<file path="config.mk">
export PLATFORM = sky130hd
export DESIGN_NAME = tdm_demux4
export DESIGN_NICKNAME = d
export VERILOG_FILES = /design/src/rtl/tdm_defs.sv /design/src/rtl/tdm_slot_ctr.sv /design/src/rtl/tdm_demux4.sv
export SDC_FILE = /design/constraint.sdc
export NUM_CORES = 1
export LEC_CHECK = 0
export CAP_MARGIN = 20
export CORE_ASPECT_RATIO = 0.9
export CORE_MARGIN = 2
export CORE_UTILIZATION = 53
export CTS_CLUSTER_DIAMETER = 150
export DETAILED_ROUTE_END_ITERATION = 8
export GPL_TIMING_DRIVEN = 1
export PLACE_DENSITY = 0.9
export SLEW_MARGIN = 40
export SYNTH_ARGS = -nofsm -noshare
export SYNTH_HDL_FRONTEND = slang
export SYNTH_SLANG_ARGS = --single-unit
</file>
<file path="constraint.sdc">
create_clock -name clk -period 3.93 [get_ports clk]
set_clock_uncertainty 0.1 [all_clocks]
set_input_delay 0.786 -clock clk [delete_from_list [all_inputs] [get_ports clk]]
set_output_delay 0.786 -clock clk [all_outputs]
set_load 0.02 [all_outputs]
</file>
<file path="src/rtl/tdm_defs.sv">
// rtl/tdm_defs.sv - shared FSM encoding, slot constants and defaults for the TDM demux
package tdm_defs;

    typedef enum logic {
        ST_HUNT   = 1'b0,
        ST_LOCKED = 1'b1
    } tdm_state_e;

    localparam logic [1:0] SLOT0 = 2'd0;
    localparam logic [1:0] SLOT1 = 2'd1;
    localparam logic [1:0] SLOT2 = 2'd2;
    localparam logic [1:0] SLOT3 = 2'd3;

    localparam int SYNC_LOSS_DEFAULT = 2;

endpackage

</file>
<file path="src/rtl/tdm_slot_ctr.sv">
// rtl/tdm_slot_ctr.sv - 2-bit slot counter with clear/restart/increment and 1-of-4 slot decode
module tdm_slot_ctr
    import tdm_defs::*;
(
    input  logic       clk,
    input  logic       reset_n,
    input  logic       clr,
    input  logic       restart,
    input  logic       inc,
    output logic [1:0] slot,
    output logic [3:0] slot_we
);

    logic [1:0] slot_q;
    logic [1:0] slot_d;

    // restart means "slot 0 was just taken", so the next expected slot is 1
    always_comb begin
        slot_d = slot_q;
        if (clr) begin
            slot_d = SLOT0;
        end else if (restart) begin
            slot_d = SLOT1;
        end else if (inc) begin
            slot_d = slot_q + 2'd1;
        end
    end

    always_ff @(posedge clk or negedge reset_n) begin
        if (!reset_n) begin
            slot_q <= SLOT0;
        end else begin
            slot_q <= slot_d;
        end
    end

    assign slot    = slot_q;
    assign slot_we = 4'b0001 << slot_q;

endmodule

</file>
<file path="src/rtl/tdm_demux4.sv">
// rtl/tdm_demux4.sv - 4-channel TDM receive demux with flywheel frame lock and atomic frame update
module tdm_demux4
    import tdm_defs::*;
#(
    parameter int W         = 1,
    parameter int SYNC_LOSS = SYNC_LOSS_DEFAULT
) (
    input  logic         clk,
    input  logic         reset_n,
    input  logic [W-1:0] din,
    input  logic         din_valid,
    input  logic         fsync,
    output logic [W-1:0] t0,
    output logic [W-1:0] t1,
    output logic [W-1:0] t2,
    output logic [W-1:0] t3,
    output logic         s1,
    output logic         s0,
    output logic         frame_valid,
    output logic         locked,
    output logic         sync_err
);

    localparam logic [3:0] LOSS_LIM = 4'(SYNC_LOSS);

    tdm_state_e   state_q, state_d;
    logic [2:0]   miss_q, miss_d;
    logic [W-1:0] h0_q, h0_d;
    logic [W-1:0] h1_q, h1_d;
    logic [W-1:0] h2_q, h2_d;
    logic [W-1:0] t0_q, t0_d;
    logic [W-1:0] t1_q, t1_d;
    logic [W-1:0] t2_q, t2_d;
    logic [W-1:0] t3_q, t3_d;
    logic         fv_q, fv_d;
    logic         err_q, err_d;

    logic         slot_clr;
    logic         slot_restart;
    logic         slot_inc;
    logic [1:0]   slot;
    logic [3:0]   slot_we;
    logic [3:0]   miss_inc;

    tdm_slot_ctr u_slot_ctr (
        .clk     (clk),
        .reset_n (reset_n),
        .clr     (slot_clr),
        .restart (slot_restart),
        .inc     (slot_inc),
        .slot    (slot),
        .slot_we (slot_we)
    );

    assign miss_inc = {1'b0, miss_q} + 4'd1;

    always_comb begin
        state_d      = state_q;
        miss_d       = miss_q;
        h0_d         = h0_q;
        h1_d         = h1_q;
        h2_d         = h2_q;
        t0_d         = t0_q;
        t1_d         = t1_q;
        t2_d         = t2_q;
        t3_d         = t3_q;
        fv_d         = 1'b0;
        err_d        = 1'b0;
        slot_clr     = 1'b0;
        slot_restart = 1'b0;
        slot_inc     = 1'b0;

        if (din_valid) begin
            unique case (state_q)
                ST_HUNT: begin
                    if (fsync) begin
                        h0_d         = din;
                        slot_restart = 1'b1;
                        miss_d       = 3'd0;
                        state_d      = ST_LOCKED;
                    end
                end
                ST_LOCKED: begin
                    if (fsync) begin
                        // a mark anywhere but slot 0 abandons the partial frame
                        err_d        = !slot_we[0];
                        h0_d         = din;
                        slot_restart = 1'b1;
                        miss_d       = 3'd0;
                    end else if (slot_we[0]) begin
                        if (miss_inc < LOSS_LIM) begin
                            // flywheel: trust the slot count through a missing mark
                            h0_d         = din;
                            slot_restart = 1'b1;
                            miss_d       = miss_inc[2:0];
                        end else begin
                            state_d  = ST_HUNT;
                            err_d    = 1'b1;
                            slot_clr = 1'b1;
                            miss_d   = 3'd0;
                        end
                    end else if (slot_we[1]) begin
                        h1_d     = din;
                        slot_inc = 1'b1;
                    end else if (slot_we[2]) begin
                        h2_d     = din;
                        slot_inc = 1'b1;
                    end else if (slot_we[3]) begin
                        t0_d     = h0_q;
                        t1_d     = h1_q;
                        t2_d     = h2_q;
                        t3_d     = din;
                        fv_d     = 1'b1;
                        slot_inc = 1'b1;
                    end
                end
                default: begin
                    state_d = ST_HUNT;
                end
            endcase
        end
    end

    always_ff @(posedge clk or negedge reset_n) begin
        if (!reset_n) begin
            state_q <= ST_HUNT;
            miss_q  <= 3'd0;
            h0_q    <= '0;
            h1_q    <= '0;
            h2_q    <= '0;
            t0_q    <= '0;
            t1_q    <= '0;
            t2_q    <= '0;
            t3_q    <= '0;
            fv_q    <= 1'b0;
            err_q   <= 1'b0;
        end else begin
            state_q <= state_d;
            miss_q  <= miss_d;
            h0_q    <= h0_d;
            h1_q    <= h1_d;
            h2_q    <= h2_d;
            t0_q    <= t0_d;
            t1_q    <= t1_d;
            t2_q    <= t2_d;
            t3_q    <= t3_d;
            fv_q    <= fv_d;
            err_q   <= err_d;
        end
    end

    assign t0          = t0_q;
    assign t1          = t1_q;
    assign t2          = t2_q;
    assign t3          = t3_q;
    assign s1          = slot[1];
    assign s0          = slot[0];
    assign frame_valid = fv_q;
    assign locked      = (state_q == ST_LOCKED);
    assign sync_err    = err_q;

endmodule

</file>
After elaboration in Yosys (flattened, before gate mapping)
Index checks and enable logic that the tools add are counted.

word-level totals
  register bits = 15
  bits of input ports = 5
  output and inout port bits = 9
  word-level logic and storage cells = 74

cells by class
  add/subtract/negate cells = 2
  magnitude comparators = 1
  equality and inequality tests = 3
  shifts and indexed selects = 1
  muxes and demuxes = 43
  bitwise gates (word level) = 5
  reductions and logical operators = 7

operators by type and width
  kind                                                number
  two-way mux 1 bit                                   32
  two-way mux 3 bit                                   4
  AND reduction 7 bit                                 1
  two-way mux 2 bit                                   3
  != test 3 x 2 -> 1 bit, second input constant       2
  case mux 1 bit (2 select lines)                     3
  case mux 3 bit (2 select lines)                     1
  AND reduction 6 bit                                 1
  inverter 1 bit                                      5
  AND reduction 5 bit                                 1
  adder 3 x 1 -> 4 bit, second input constant         1
  < comparator 4 x 2 -> 1 bit, second input constant  1
  AND reduction 4 bit                                 1
  << shifter 1 x 2 -> 4 bit, first input constant     1
  AND reduction 3 bit                                 1
  nonzero test 3 bit                                  1
  adder 2 x 1 -> 2 bit, second input constant         1
  != test 2 bit, second input constant                1
  zero test 1 bit                                     1

Depth between registers and ports, before layout
Gate-level depths: netlist of the first run.

  depth after elaboration = 11
  depth in mapped cells = 6
  gate-level depth less buffers = 6

Cells and area by module
From an unflattened synthesis of the first run, not the netlist that was laid out.

unflattened totals
  cell total of the unflattened synthesis = 68
  area total of the unflattened synthesis = 822.0 µm²

by module, submodules not included
  module        instances  cells an instance  area each (µm²)  sequential area each (µm²)
  tdm_demux4    1          55                 681.9            325.3
  tdm_slot_ctr  1          13                 140.1            50.0

Worst setup path after synthesis of the first run
No wires, ideal clock.

  kind = flip-flop to flip-flop
  start point = reg u_slot_ctr.slot_q[1], in the netlist u_slot_ctr.slot[1]
  end point = reg t0_q, in the netlist t0
  setup time = 0.125 ns
  arrival = 1.619 ns
  required time = 3.705 ns
  slack = 2.086 ns
  stages on the path, launching flop included = 6
  path buffers = 0
  period minus slack after synthesis = 1.844 ns
  cells stage by stage = dfrtp_1 inv_1 ha_1 nor3_4 nand3b_4 mux2_4

between the ends
  longest elaborated chain between the ends = 3
  elaborated cells on any way between the ends = 5
  those cells by class = shift: 1; bitwise: 3; reduce/logical: 1

RTL lines
  what                             RTL line            source
  start: declaration               tdm_slot_ctr.sv:14  logic [1:0] slot_q;
  start signal: assignment         tdm_slot_ctr.sv:33  slot_q <= slot_d;
  << shifter 1 x 2 -> 4 bit *      tdm_slot_ctr.sv:38  assign slot_we = 4'b0001 << slot_q;
  inverter 1 bit (no line)         --
  AND reduction 7 bit (no line) *  --
  end signal: assignment           tdm_demux4.sv:143   t0_q <= t0_d;
  end: declaration                 tdm_demux4.sv:31    logic [W-1:0] t0_q, t0_d;

Mark *: on every way between the ends. The rest lies on a longest branch, timed or not.
A chain may end at the register's enable or synchronous reset.

Worst setup path after layout of the first run
  start point = reg state_q, in the netlist locked
  end point = out locked

RTL lines
  what                      RTL line           source
  start: declaration        tdm_demux4.sv:26   tdm_state_e state_q, state_d;
  start signal: assignment  tdm_demux4.sv:138  state_q <= state_d;
  end: declaration          tdm_demux4.sv:20   output logic locked,

No word-level cell between the ends.

==> metrics.txt, run 1 <==
GRT Resource Usage Total 0.178; routed len/inst around 14 um; hold path depth 1; HP Start h2_q; Clock Power Share 0.146; # diodes 0; ANT nets after route 0; CP Capture Type primary output; synth cell count leaders dfrtp_1 (15), ha_1 (5), mux2_4 (4), nor2_1 (4); max-slew violation count 0; vias per cell 5.65; Fin Setup TNS 0 ns; initial core utilization 0.550; Critical Path RT 3.04 ns; crit-path cells clkdlybuf4s50_1; post-synth top area cell dfrtp_1; NumNets Final 90; Post-Synthesis Cell Area 778 um^2; Internal Power 0.389 mW; Longest Clk Path Bufs 2; grt ovf 0; capturing point of the worst reg2reg path h0_q; max_cap viols 0; Reg with most FFs miss_q; Yosys reg bits 15; worst vdd ir 0.000277 V; chip height 40.4 um; GPL Wtd Cong roughly 0.75; DRT Wirelength 1320 um; layout cells sized above 1 0.190; Fin. Hold Viols 0; largest net degree at the start of global routing 16; Worst Hold Class reg -> reg; kind of launch point of the worst setup path flop; Die ar. 1790 um^2; Psw around 0.21 mW; worst-margin pin slew 0.646 ns; Clock Pin Slew Worst Setup and Hold Paths approximately 0.08 ns; logic gate share of total power 0.457; Unique masters post-synth 29; Post-synth EDFFs 0; slowest stage delay, CP 0.64 ns; final core occ 0.674; asr flop ratio synth 1.00; leakage power 0.470 nW; Buf/Inv on CP 1; Remaining DRCs 0; area grow syn2layout 22.5%; Post-CTS Setup Repair Bufs 0; I/O pin cnt 14; vias 531; largest cells by area after synthesis dfrtp_1 (48%), ha_1 (8.0%), mux2_4 (7.7%), mux2_1 (2.9%), mux2i_1 (2.6%); TritonCTS Sinks 15; Syn Nets approximately 70; share of the synthesized area in the top cell type 0.482; max FFs per register 3; CTS tree built; CTS Hold Bufs 0; Slew headroom 0.568; RSZ-0062 raised after global routing no; Final Cycle Share 0.573; max frequency around 440 MHz; DIE WIDTH 44.4 um; Synth Area per Inst 12.6 um^2; R2R Setup Slk 2.07 ns; most common cell in the netlist dfrtp_1; DRT Pass-1 Iters 4; CORE AREA 1420 um^2; PwrDens between 600 and 700 nW/um^2; Sw Share 0.354; register area share after synthesis 0.482; vias in the first global route 513; # H-tree levels 1; crit path time final approximately 2.3 ns; Reg power frac 0.397; CP max FO 6; CP delay by family, top buffers and inverters; final setup violation count 0; clock latency on the worst-skew pair around 0.28 ns; worst r2r src u_slot_ctr.slot[0]; critical path class reg -> out; Worst Hold End h2_q; global-route wire length before repair 2200 um; CP max-delay cell clkdlybuf4s50_1; Syn. warnings 0; crit path launch locked; Site Rows 13; R2R cell count 6; initial antenna violation count 0; post-detail-place hpwl 1010 um; IO Port Bufs 13; Root Driver clkbuf_4; Synth Instances 62; dominant synthesized flop cell dfrtp_1; post-CTS resize count 0; hold_ws 0.399 ns; number of buffers created by CTS 3; status complete, no violations; number of DRC markers in iteration 0 7; CP arrival 1.37 ns
-- how the worst max path moves through the flow --
| stage | cells past startpoint | slack, ns | to |
|---|---|---|---|
| floorplan | 5 | 2.09 | t0 |
| global placement | 5 | 1.52 | t3 |
| detailed placement | 5 | 1.48 | t1 |
| CTS | 1 | 1.68 | locked |
| global route | 1 | 1.62 | locked |
| finish | 1 | 1.68 | locked |
-- kinds of logic (layout without fill, tap and decap cells) --
kind of cell,after synthesis,count (layout),share of synthesized area
and+or+nand+nor,17,17,0.161
DFF,15,15,0.482
AOI/OAI and AO/OA,12,12,0.105
muxes,9,9,0.146
adders and majority gates,5,5,0.0804
buffers and inverters,3,20,0.0145
xor gates and xnor gates,1,1,0.0113
-- per-stage QoR --
step                cells  setup WS [ns]  cell area (um^2)  total power [mW]
finish                 94           1.68               953             0.602
global route           94           1.62               953             0.647
CTS                    94           1.68               953             0.610
detailed placement     90           1.48               927             0.521
global placement       90           1.52               927             0.511
floorplan              62           2.09               778             0.421
-- per-layer routing --
metal / up-vias / wire (um) / GRT usage
li1: 255 / - / -
met1: 248 / 555 / 0.203
met2: 26 / 648 / 0.305
met3: 2 / 94 / 0.0541
met4: 0 / 16 / 0.0985
met5: - / 0 / 0
-- final cells by class --
cell class	count	area (um^2)
well taps	15	18.8
inverters	3	11.3
multi-input cells	44	392
fillers	105	462
clock buffers	4	26.3
flip-flops and latches	15	375
repair buffers	13	130
-- worst register-to-register path, delay by kind of cell, from the launching register on --
kind                     cells  cell delay, ns
AO/OA/AOI/OAI                2            0.23
adder cells (fa/ha/maj)      1            0.34
buffers and inverters        1            0.12
flip-flops                   1            0.42
multiplexers                 1            0.31
AND/OR/NAND/NOR              1            0.23
-- power by group through the flow --
stage               Clock [mW]  Sequential [mW]  Combinational (mW)
floorplan                    0            0.275               0.146
global placement             0            0.241               0.271
detailed placement           0            0.243               0.278
CTS                     0.0907            0.240               0.280
global route            0.0971            0.247               0.303
finish                  0.0880            0.239               0.275
-- cells in the final DEF (no fill, tap or decap), types with 2 or more instances in the layout --
cell and n:
nand2_1 2, mux2_4 4, nor2_1 4, a21oi_1 2, inv_1 3, o21ai_0 3, clkbuf_4 3, and2b_1 2
dfrtp_1 15, clkdlybuf4s50_1 13, mux2i_1 2, ha_1 5, mux2_1 2
Note: power is estimated with default switching activity, not from simulation.
==> run 2: changes to the inputs <==
--- a/config.mk
+++ b/config.mk
@@ -8,11 +8,11 @@
 export CAP_MARGIN = 20
 export CORE_ASPECT_RATIO = 0.9
 export CORE_MARGIN = 2
-export CORE_UTILIZATION = 53
+export CORE_UTILIZATION = 45
 export CTS_CLUSTER_DIAMETER = 150
 export DETAILED_ROUTE_END_ITERATION = 8
 export GPL_TIMING_DRIVEN = 1
-export PLACE_DENSITY = 0.9
+export PLACE_DENSITY = 0.83
 export SLEW_MARGIN = 40
 export SYNTH_ARGS = -nofsm -noshare
 export SYNTH_HDL_FRONTEND = slang
==> constraint.sdc (replaced) <==
create_clock -name clk -period 1.85 [get_ports clk]
set_clock_uncertainty 0.1 [all_clocks]
set_input_delay 0.37 -clock clk [delete_from_list [all_inputs] [get_ports clk]]
set_output_delay 0.37 -clock clk [all_outputs]
set_load 0.02 [all_outputs]
==> run 2 against run 1 <==
Net effect: non-clock buffer count increased by 7; core utilization decreased by 5.1 points; sequential share of layout area decreased by 2.8 points; via count increased by 7.2%; sequential power increased by 110%; combinational power increased by 130%; largest cell class unchanged; highest routed layer unchanged.
==> metrics.txt, run 2 (same netlist as run 1, synthesis figures left out) <==
GR peak layer met2 (unchanged); routed len/inst 12.6 um (was 14.0 um); CORE AREA 1650 um^2 (was 1420 um^2); TritonCTS Sinks 15 (unchanged); I/O pin cnt 14 (unchanged); most frequent cells in the layout dfrtp_1 (15), clkdlybuf4s50_1 (11), buf_4 (7) (was dfrtp_1 (15), clkdlybuf4s50_1 (13), ha_1 (5)); clock latency on the worst-skew pair 0.28 ns (about the same); leakage power 0.522 nW (was 0.470 nW); Worst Hold Class in -> async (was reg -> reg); max_cap viols 0 (unchanged); Die ar. 2080 um^2 (was 1790 um^2); max FFs per register 3 (unchanged); number of DRC markers in iteration 0 5 (was 7); Slew headroom 0.829 (was 0.568); R2R Setup Slk 0.18 ns (was 2.07 ns); crit path time final 1.77 ns; CP max-delay cell clkdlybuf4s50_1 (unchanged); met3 usage 0.0625 (was 0.0541); CP arrival 1.30 ns (was 1.37 ns); initial core utilization 0.473 (was 0.550); RSZ-0062 raised after global routing no (unchanged); chip height 43.5 um (was 40.4 um); met2 usage 0.259 (was 0.305); Clock Pin Slew Worst Setup and Hold Paths 0.09 ns (was 0.08 ns); vias in the first global route 555 (was 513); critical path class reg -> out (unchanged); Longest Clk Path Bufs 2 (unchanged); Fin. Hold Viols 0 (unchanged); crit-path cells clkdlybuf4s50_1 (unchanged); CP max FO 4 (was 6); max-slew violation count 0 (unchanged); DRT Wirelength 1380 um (was 1320 um); CP delay by family, top buffers and inverters (unchanged); vias per cell 5.17 (was 5.65); final setup violation count 0 (unchanged); worst vdd ir 0.000800 V (was 0.000277 V); post-detail-place hpwl 1070 um (was 1010 um); area grow syn2layout 31.8% (was 22.5%); hold_ws 0.296 ns (was 0.399 ns); Buf/Inv on CP 1 (unchanged); ANT nets after route 0 (unchanged); worst r2r src miss_q[0] (was u_slot_ctr.slot[0]); DIE WIDTH 47.8 um (was 44.4 um); number of buffers created by CTS 3 (unchanged); met1 Track Usage GR 0.185 (was 0.203); NumNets Final 97 (was 90); CTS tree built (unchanged); PwrDens 1280 nW/um^2 (was 631 nW/um^2); initial antenna violation count 0 (unchanged); layout cells sized above 1 0.279 (was 0.190); Final Cycle Share 0.954; kind of launch point of the worst setup path flop (unchanged); Site Rows 14 (was 13); grt ovf 0 (unchanged); Reg with most FFs miss_q (unchanged); most common cell after layout, fill and taps aside dfrtp_1 (unchanged); global-route wire length before repair 2260 um (was 2200 um); max frequency 566 MHz; # diodes 0 (unchanged); # H-tree levels 1 (unchanged); slowest stage delay, CP 0.62 ns (was 0.64 ns); worst-margin pin slew 0.255 ns (was 0.646 ns); IO Port Bufs 13 (unchanged); DRT Pass-1 Iters 5 (was 4); GPL Wtd Cong 0.775 (was 0.750); status complete, no violations (unchanged); vias 569 (was 531); Fin Setup TNS 0 ns (unchanged); crit path launch u_slot_ctr.slot[0] (was locked); Root Driver clkbuf_4 (unchanged); CP Capture Type primary output (unchanged); Power Total 1.32 mW (was 0.602 mW); Remaining DRCs 0 (unchanged); GRT Resource Usage Total 0.155 (was 0.178); Post-CTS Setup Repair Bufs 0 (unchanged); Critical Path RT 1.38 ns (was 3.04 ns); largest net degree at the start of global routing 16 (unchanged)
-- run 2: worst paths after layout --
path / endpoint / depth (start not counted)
setup / recovery: s0 / 1
hold / removal: t2 / 2
setup reg to reg: h0_q / 4
hold reg to reg: h2_q / 1
max in group asynchronous: u_slot_ctr.slot[0] / 2
min in group clk: h2_q / 1
-- run 2: per-layer routing --
layer  part of all wire  vias to the layer above
met5                  0                        -
met4             0.0029                        0
met3              0.054                        2
met2               0.50                       16
met1               0.44                      281
li1                   -                      270
-- run 2: what timing repair did --
action,4_1_cts,5_1_grt
hold buffers,0,0
endpoints found under the hold margin,0,0
endpoints found under the setup margin,0,8
gates resized for setup,0,3
-- run 2: report_power, final --
group | internal, mW | total, mW | switching (mW)
combinational | 0.340 | 0.629 | 0.289
sequential | 0.434 | 0.503 | 0.0693
clock | 0.0802 | 0.184 | 0.103
-- run 2: final cells by class --
cell class                 instances  area [um^2]
timing repair buffer              20          188
clock buffer                       3         22.5
tap                               24         30.0
clock inverter                     1         5.00
multi-input combinational         44          394
fill                             149          621
inverter                           3         11.3
sequential                        15          375
-- run 2: metrics by stage --
step,utilization,cells,setup WS (ns),area [um^2]
floorplan,-,62,0.00601,778
global placement,0.602,106,-0.0363,991
detailed placement,0.602,106,-0.0716,991
CTS,0.619,110,0.0183,1020
global route,0.623,110,0.0250,1030
finish,0.623,110,0.0845,1030
